--- src/rtl/regfile_read_port_if.sv ---
// Write-wordline / dual source-read bundle between decode and the register file.
// The master drives the write and the read request; the slave returns the registered read data.
interface regfile_read_port_if #(
  parameter int unsigned DATA_W = 16
);
  logic [15:0]       Wordline;
  logic [DATA_W-1:0] WriteData;
  logic              ReadEn;
  logic [3:0]        SrcReg1;
  logic [3:0]        SrcReg2;
  logic [DATA_W-1:0] SrcData1;
  logic [DATA_W-1:0] SrcData2;
  logic              RdValid;
  logic              WlErr;

  modport master (
    output Wordline, WriteData, ReadEn, SrcReg1, SrcReg2,
    input  SrcData1, SrcData2, RdValid, WlErr
  );

  modport slave (
    input  Wordline, WriteData, ReadEn, SrcReg1, SrcReg2,
    output SrcData1, SrcData2, RdValid, WlErr
  );
endinterface

--- src/rtl/regfile_read_port.sv ---
// 16 x DATA_W architectural register file: one-hot wordline write port and
// two registered source-read ports with write-through bypass.
module regfile_read_port #(
  parameter int unsigned DATA_W   = 16,
  parameter int          NUM_REGS = 16,
  parameter bit          ZERO_R0  = 1'b1
) (
  input logic                clk,
  input logic                rst,
  regfile_read_port_if.slave bus
);

  logic [DATA_W-1:0] r_regs [NUM_REGS];
  logic [DATA_W-1:0] r_src1;
  logic [DATA_W-1:0] r_src2;
  logic              r_valid;
  logic              r_wlerr;

  logic [15:0]       w_wl_eff;
  logic              w_multi;
  logic [15:0]       w_row1;
  logic [15:0]       w_row2;
  logic [DATA_W-1:0] w_mux1;
  logic [DATA_W-1:0] w_mux2;
  logic [DATA_W-1:0] w_rd1;
  logic [DATA_W-1:0] w_rd2;

  // Row 0 drops out of both the write and the multi-hot count when it is hardwired.
  assign w_wl_eff = ZERO_R0 ? {bus.Wordline[15:1], 1'b0} : bus.Wordline;
  assign w_multi  = |(w_wl_eff & (w_wl_eff - 16'd1));

  always_comb begin
    w_row1 = 16'd1 << bus.SrcReg1;
    w_row2 = 16'd1 << bus.SrcReg2;
    w_mux1 = '0;
    w_mux2 = '0;
    for (int i = 0; i < NUM_REGS; i++) begin
      if (w_row1[i]) w_mux1 = w_mux1 | r_regs[i];
      if (w_row2[i]) w_mux2 = w_mux2 | r_regs[i];
    end
    w_rd1 = (|(w_row1 & w_wl_eff)) ? bus.WriteData : w_mux1;
    w_rd2 = (|(w_row2 & w_wl_eff)) ? bus.WriteData : w_mux2;
    if (ZERO_R0 && bus.SrcReg1 == 4'd0) w_rd1 = '0;
    if (ZERO_R0 && bus.SrcReg2 == 4'd0) w_rd2 = '0;
  end

  always_ff @(posedge clk) begin
    if (rst) begin
      for (int i = 0; i < NUM_REGS; i++) begin
        r_regs[i] <= '0;
      end
      r_src1  <= '0;
      r_src2  <= '0;
      r_valid <= 1'b0;
      r_wlerr <= 1'b0;
    end else begin
      for (int i = 0; i < NUM_REGS; i++) begin
        if (w_wl_eff[i]) r_regs[i] <= bus.WriteData;
      end
      if (bus.ReadEn) begin
        r_src1 <= w_rd1;
        r_src2 <= w_rd2;
      end
      r_valid <= bus.ReadEn;
      if (w_multi) r_wlerr <= 1'b1;
    end
  end

  assign bus.SrcData1 = r_src1;
  assign bus.SrcData2 = r_src2;
  assign bus.RdValid  = r_valid;
  assign bus.WlErr    = r_wlerr;

endmodule
--- src/flat_wrapper.sv ---
// flat-port wrapper written by rule: the top's interface ports become plain ports
module regfile_read_port_flat 
#(
  parameter int unsigned DATA_W   = 16,
  parameter int          NUM_REGS = 16,
  parameter bit          ZERO_R0  = 1'b1
)
  (clk, rst, bus_Wordline, bus_WriteData, bus_ReadEn, bus_SrcReg1, bus_SrcReg2, bus_SrcData1, bus_SrcData2, bus_RdValid, bus_WlErr);
  regfile_read_port_if #(.DATA_W(DATA_W)) bus_i ();
  input logic clk;
  input logic rst;
  input wire logic [$bits(bus_i.Wordline)-1:0] bus_Wordline;
  input wire logic [$bits(bus_i.WriteData)-1:0] bus_WriteData;
  input wire logic [$bits(bus_i.ReadEn)-1:0] bus_ReadEn;
  input wire logic [$bits(bus_i.SrcReg1)-1:0] bus_SrcReg1;
  input wire logic [$bits(bus_i.SrcReg2)-1:0] bus_SrcReg2;
  output wire logic [$bits(bus_i.SrcData1)-1:0] bus_SrcData1;
  output wire logic [$bits(bus_i.SrcData2)-1:0] bus_SrcData2;
  output wire logic [$bits(bus_i.RdValid)-1:0] bus_RdValid;
  output wire logic [$bits(bus_i.WlErr)-1:0] bus_WlErr;
  assign bus_i.Wordline = bus_Wordline;
  assign bus_i.WriteData = bus_WriteData;
  assign bus_i.ReadEn = bus_ReadEn;
  assign bus_i.SrcReg1 = bus_SrcReg1;
  assign bus_i.SrcReg2 = bus_SrcReg2;
  assign bus_SrcData1 = bus_i.SrcData1;
  assign bus_SrcData2 = bus_i.SrcData2;
  assign bus_RdValid = bus_i.RdValid;
  assign bus_WlErr = bus_i.WlErr;
  regfile_read_port #(.DATA_W(DATA_W), .NUM_REGS(NUM_REGS), .ZERO_R0(ZERO_R0)) u_core (.clk(clk), .rst(rst), .bus(bus_i));
endmodule
--- config.mk ---
export PLATFORM = sky130hd
export DESIGN_NAME = regfile_read_port_flat
export DESIGN_NICKNAME = d
export VERILOG_FILES = /design/src/rtl/regfile_read_port_if.sv /design/src/rtl/regfile_read_port.sv /design/src/flat_wrapper.sv
export SDC_FILE = /design/constraint.sdc
export NUM_CORES = 1
export LEC_CHECK = 0
export CORE_UTILIZATION = 56
export CTS_BUF_LIST = sky130_fd_sc_hd__clkbuf_4
export CTS_CLUSTER_DIAMETER = 30
export DETAILED_ROUTE_END_ITERATION = 8
export GPL_TIMING_DRIVEN = 0
export PLACE_DENSITY = 0.81
export SYNTH_ARGS = -nofsm -noshare
export SYNTH_HDL_FRONTEND = slang
export SYNTH_SLANG_ARGS = --single-unit
--- constraint.sdc ---
create_clock -name clk -period 1.95 [get_ports clk]
set_input_delay 0.2925 -clock clk [delete_from_list [all_inputs] [get_ports clk]]
set_output_delay 0.2925 -clock clk [all_outputs]
set_load 0.02 [all_outputs]
Word level (Yosys, flattened, before mapping)
Memories as Yosys holds them, arrays and structs flattened.
Index checks and enable logic that the tools add are counted.
- flip-flop bits (word level): 34
- bits in writable memories: 256
- input bits: 43
- output and inout bits: 34
- logic and storage cells: 159
- memories: 1
- memory list (memory ; depth ; width ; rd ports ; clocked after memory_dff ; write ports ; RTL line ; text):
    u_core.r_regs ; 16 ; 16 ; 16 ; 0 ; 16 ; regfile_read_port.sv:13 ; logic [DATA_W-1:0] r_regs [NUM_REGS];
- $add $sub $neg: 1
- shifts and indexed selects: 2
- mux-type cells: 98
- bitwise logic cells: 48
- reduce and logical (&&, ||, !) cells: 5
- operators by type and width (kind ; number):
    $mux 16 ; 51
    $or 16x16->16 ; 30
    $and 16x16->16 ; 3
    $reduce_or 16->1 ; 3
    $mux 1 ; 47
    $shl 1x4->16 const A ; 2
    $sub 16x1->16 const B ; 1
    $or 1x1->1 ; 15
    $logic_not 4->1 ; 2

Depth between registers and ports, before layout
- depth after elaboration: 34
- gate-level depth with buffers: 9
- depth with buffers taken out: 5

Worst setup path after synthesis
OpenSTA, ideal clock, no wires.
- path type: input to register
- start: in bus_SrcReg1[0]
- end: reg u_core.r_src1[10], in the netlist u_core.bus.SrcData1[10]
- library setup time: 0.127 ns
- arrival: 1.925 ns
- data required time: 1.823 ns
- setup slack: -0.102 ns
- cell stages on the path: 8
- buffers on the path: 3
- cells stage by stage: buf_2 buf_2 buf_1 mux2_2 a22oi_1 o221ai_1 nor3_1 o221ai_2
- word-level cells in the longest chain between the ends: 34
- elaborated cells on any way between the ends: 37
- those cells by class: shift (1); mux (18); bitwise (16); reduce/logical (2)
- ends and longest elaborated chain (element ; RTL line ; text):
    start, declared ; flat_wrapper.sv:15 ; input wire logic [$bits(bus_i.SrcReg1)-1:0] bus_SrcReg1;
    $shl 1x4->16 ; regfile_read_port.sv:33 ; w_row1 = 16'd1 << bus.SrcReg1;
    $mux 16 ; regfile_read_port.sv:38 ; if (w_row1[i]) w_mux1 = w_mux1 | r_regs[i];
    $or 16x16->16 ; regfile_read_port.sv:38 ;
    $mux 16 ; regfile_read_port.sv:38 ;
    $or 16x16->16 ; regfile_read_port.sv:38 ;
    $mux 16 ; regfile_read_port.sv:38 ;
    $or 16x16->16 ; regfile_read_port.sv:38 ;
    $mux 16 ; regfile_read_port.sv:38 ;
    (+18 left out) ; -- ;
    $or 16x16->16 ; regfile_read_port.sv:38 ;
    $mux 16 ; regfile_read_port.sv:38 ;
    $or 16x16->16 ; regfile_read_port.sv:38 ;
    $mux 16 ; regfile_read_port.sv:38 ;
    $or 16x16->16 ; regfile_read_port.sv:38 ;
    $mux 16 ; regfile_read_port.sv:38 ;
    $mux 16 ; regfile_read_port.sv:41 ; w_rd1 = (|(w_row1 & w_wl_eff)) ? bus.WriteData : w_mux1;
    $mux 16 * ; regfile_read_port.sv:43 ; if (ZERO_R0 && bus.SrcReg1 == 4'd0) w_rd1 = '0;
    end signal, assigned ; regfile_read_port.sv:61 ; r_src1 <= w_rd1;
    end, declared ; regfile_read_port.sv:14 ; logic [DATA_W-1:0] r_src1;
Every way passes the cells marked *; elsewhere a longest branch is shown, timed or not.
A chain may end at the register's enable or synchronous reset.

Worst setup path in the final report
- start: in bus_SrcReg2[0]
- end: reg u_core.r_src2[5], in the netlist u_core.bus.SrcData2[5]
- word-level cells in the longest chain between the ends: 34
- elaborated cells on any way between the ends: 37
- those cells by class: shift (1); mux (18); bitwise (16); reduce/logical (2)
- ends and longest elaborated chain (element ; RTL line ; text):
    start, declared ; flat_wrapper.sv:16 ; input wire logic [$bits(bus_i.SrcReg2)-1:0] bus_SrcReg2;
    $shl 1x4->16 ; regfile_read_port.sv:34 ; w_row2 = 16'd1 << bus.SrcReg2;
    $mux 16 ; regfile_read_port.sv:39 ; if (w_row2[i]) w_mux2 = w_mux2 | r_regs[i];
    $or 16x16->16 ; regfile_read_port.sv:39 ;
    $mux 16 ; regfile_read_port.sv:39 ;
    $or 16x16->16 ; regfile_read_port.sv:39 ;
    $mux 16 ; regfile_read_port.sv:39 ;
    $or 16x16->16 ; regfile_read_port.sv:39 ;
    $mux 16 ; regfile_read_port.sv:39 ;
    (+18 left out) ; -- ;
    $or 16x16->16 ; regfile_read_port.sv:39 ;
    $mux 16 ; regfile_read_port.sv:39 ;
    $or 16x16->16 ; regfile_read_port.sv:39 ;
    $mux 16 ; regfile_read_port.sv:39 ;
    $or 16x16->16 ; regfile_read_port.sv:39 ;
    $mux 16 ; regfile_read_port.sv:39 ;
    $mux 16 ; regfile_read_port.sv:42 ; w_rd2 = (|(w_row2 & w_wl_eff)) ? bus.WriteData : w_mux2;
    $mux 16 * ; regfile_read_port.sv:44 ; if (ZERO_R0 && bus.SrcReg2 == 4'd0) w_rd2 = '0;
    end signal, assigned ; regfile_read_port.sv:62 ; r_src2 <= w_rd2;
    end, declared ; regfile_read_port.sv:15 ; logic [DATA_W-1:0] r_src2;
Marked as above.

==> out/results.ini <==
[global_route]
grt_max_degree = 17
antenna_found_initial = 2
grt_pass1_vias = 10780
track_usage = 0.345
globalRouteOverflowTotal = 0
grt_first_pass_wirelength_microns = 65200

[routing]
drt-met1-wl_microns = 17500
wirelength_microns = 44100
wl_per_cell_microns = 26.0
route.met2.wl_microns = 19300
ant_nets = 0
drt_iter0_drc = 1648
route.detailed.drc = 0
drtPass1Iterations = 5
top_layer_used = met4
vias = 11155
viasPerCell = 6.59
wl_met3_microns = 6020

[cells_and_area]
final-seq-area_sq_um = 7890
fill_cells = 1775
nets = 1350
multi_input_area_sq_um = 5890
drive_gt1_frac = 0.218
stdcell_count = 1693
layout_common_cells = edfxtp_1, and2_1, a22oi_1
mostFrequentLayoutCell = edfxtp_1
areaGrowthSynthToFinish_pct = 20.6

[timing]
worst_pin_slew_ps = 1000
fin_crit_ps = 1970
max_freq_mhz = 507
layout_setup_ws_ps = -24.1
slew_viol_final = 0
slew_headroom = 0.330
hold_slack_ps = 219
fin_skew_ps = 33.6
hold_viol_final = 0
setup_viol = 3
final.setup.tns_ps = -35.0
period_share = 1.01

[power_and_ir_drop]
p_total_uw = 15500
powerDensity_nw_per_um2 = 919
vdd.ir_drop.worst_uv = 507
p_leak_uw = 0.00660

[floorplan]
dieHeight_microns = 160
rows = 57
dieArea_sq_um = 25500
die_width_microns = 160
start_util = 0.572
core_region_area_sq_um = 24400
io_pins = 77

[logic_synthesis]
synth-seq-cells = 274
synth_nets = 1202
yosysUniqueCellTypes = 62
ys.flop_type = edfxtp_1
synthArstFlopShare = 0
ys_seq_area_frac = 0.565
synth_edf_count = 240
netlist_instances = 1159
post_synth.cell_area_avg_sq_um = 12.0
syn_area_sq_um = 14000
yosys_warnings = 0

[critical_path]
path_buf_inv = 4
max_stage_delay_ps = 520
start_kind = primary input
worstRegToRegCells = 5
crit_path_end_kind = flip-flop
cpMaxStageDelayCell = clkdlybuf4s50_1
path_cells = clkdlybuf4s50_1 > buf_4 > buf_4 > or3b_4 > clkbuf_4 > o22ai_1 > a21o_1 > nor3_4 > o211ai_2
path_class = primary input to flip-flop
worstPathArrival_ps = 2550
crit_family = buffers and inverters
crit_required_ps = 2520
path_depth = 9
crit_top_cell = buf_4
crit_fanout = 10

[hold_path]
hold_depth = 3
hold_class = primary input to flip-flop

[clock_tree]
cts_tree = done
numCtsBuffers = 73
cts.sinks = 274
hold_buffers = 0
cts_root_buf = clkbuf_4
clkTransAtPathRegs_ps = 70
clkLatencyLatePin_ps = 690
clockBufferDepth = 3
htree_levels = 3

[status]
status = finished, violations left
violations = negative setup slack

[place]
io_buffers = 72
gp_congestion = 0.960
dpl.hpwl_microns = 33200
place_ws_ps = -1510
dp.cells = 1555

[run]
drv_cap = 0

==> path summary, 6_finish.rpt <==
path	from	end	slack, ps
setup / recovery	bus_SrcReg2[0]	u_core.bus.SrcData2[5]	-20
hold / removal	bus_WriteData[0]	u_core.bus.SrcData2[0]	220
setup reg to reg	u_core.r_regs[2][30]	u_core.bus.SrcData2[14]	280
hold reg to reg	u_core.bus.SrcData2[5]	u_core.bus.SrcData2[5]	470
==> Yosys cell counts, types with 7 or more instances <==
cell type | number | area [sq um]
nor3_1 | 30 | 150
o21ai_0 | 7 | 35.0
o211ai_1 | 19 | 143
buf_1 | 7 | 26.3
dfxtp_1 | 34 | 681
o211ai_2 | 9 | 113
nor2b_1 | 22 | 138
nand3b_1 | 10 | 75.1
o22ai_1 | 60 | 375
o221ai_2 | 10 | 150
o221ai_1 | 39 | 342
mux2i_1 | 96 | 961
inv_1 | 24 | 90.1
buf_2 | 28 | 140
nor2_1 | 28 | 105
a22oi_1 | 122 | 916
a21oi_1 | 9 | 45.0
nand2_1 | 39 | 146
and2_1 | 130 | 813
mux2_2 | 22 | 248
a21o_1 | 13 | 97.6
clkbuf_1 | 78 | 293
or2_2 | 16 | 100
edfxtp_1 | 240 | 7210
==> stage by stage <==
stage           util  cell area (sq um)
2_1_floorplan      -              14000
3_5_place_dp   0.621              15100
6_report       0.690              16800
4_1_cts        0.677              16500
5_1_grt        0.690              16800
3_3_place_gp   0.621              15100
==> power by group <==
| group | internal [uW] | switching, uW | total [uW] |
|---|---|---|---|
| registers | 6940 | 345 | 7280 |
| logic | 809 | 1290 | 2100 |
| clock network | 3510 | 2570 | 6080 |
==> flip-flops by register name (all words and copies together), names as in the netlist <==
| signal | count |
|---|---|
| u_core.bus.RdValid | 1 |
| u_core.bus.SrcData1 | 16 |
| u_core.bus.SrcData2 | 16 |
| u_core.bus.WlErr | 1 |
| u_core.r_regs | 240 |
==> metal layers <==
metal  GRT usage  vias to the layer above
met2       0.519                      802
met4       0.115                        0
met1       0.488                     5413
met5           0                        -
met3      0.0888                       97
li1            -                     4843
==> worst min-delay path, delay by kind of cell <==
kind | cells | cell delay [ps]
AOI/OAI and AO/OA | 2 | 160
buffers and inverters | 1 | 410
==> area by class of cell <==
class                           instances  area share
Inverter                               24     0.00536
Tap cell                              324      0.0241
Clock inverter                         33      0.0202
Sequential cell                       274       0.469
Clock buffer                          102      0.0455
Timing Repair Buffer                   77      0.0463
Buffer                                112      0.0388
Antenna cell                            2    0.000298
Multi-Input combinational cell        745       0.350
==> kinds of logic (layout without fill, tap and decap cells) <==
group	Yosys count	in the layout	synth area share
AO/OA/AOI/OAI	314	314	0.175
AND/OR/NAND/NOR	309	309	0.128
multiplexers	119	119	0.0874
adder cells (fa/ha/maj)	3	3	0.00215
buffers and inverters	140	348	0.0415
other	0	2	0
flip-flops	274	274	0.565
==> repair_timing <==
item	in CTS	in global routing
resized for setup	91	90
pin swaps	4	9
endpoints found under the hold margin	0	0
endpoints found under the setup margin	191	192
buffers inserted	2	3
Note: power is estimated with default switching activity, not from simulation.
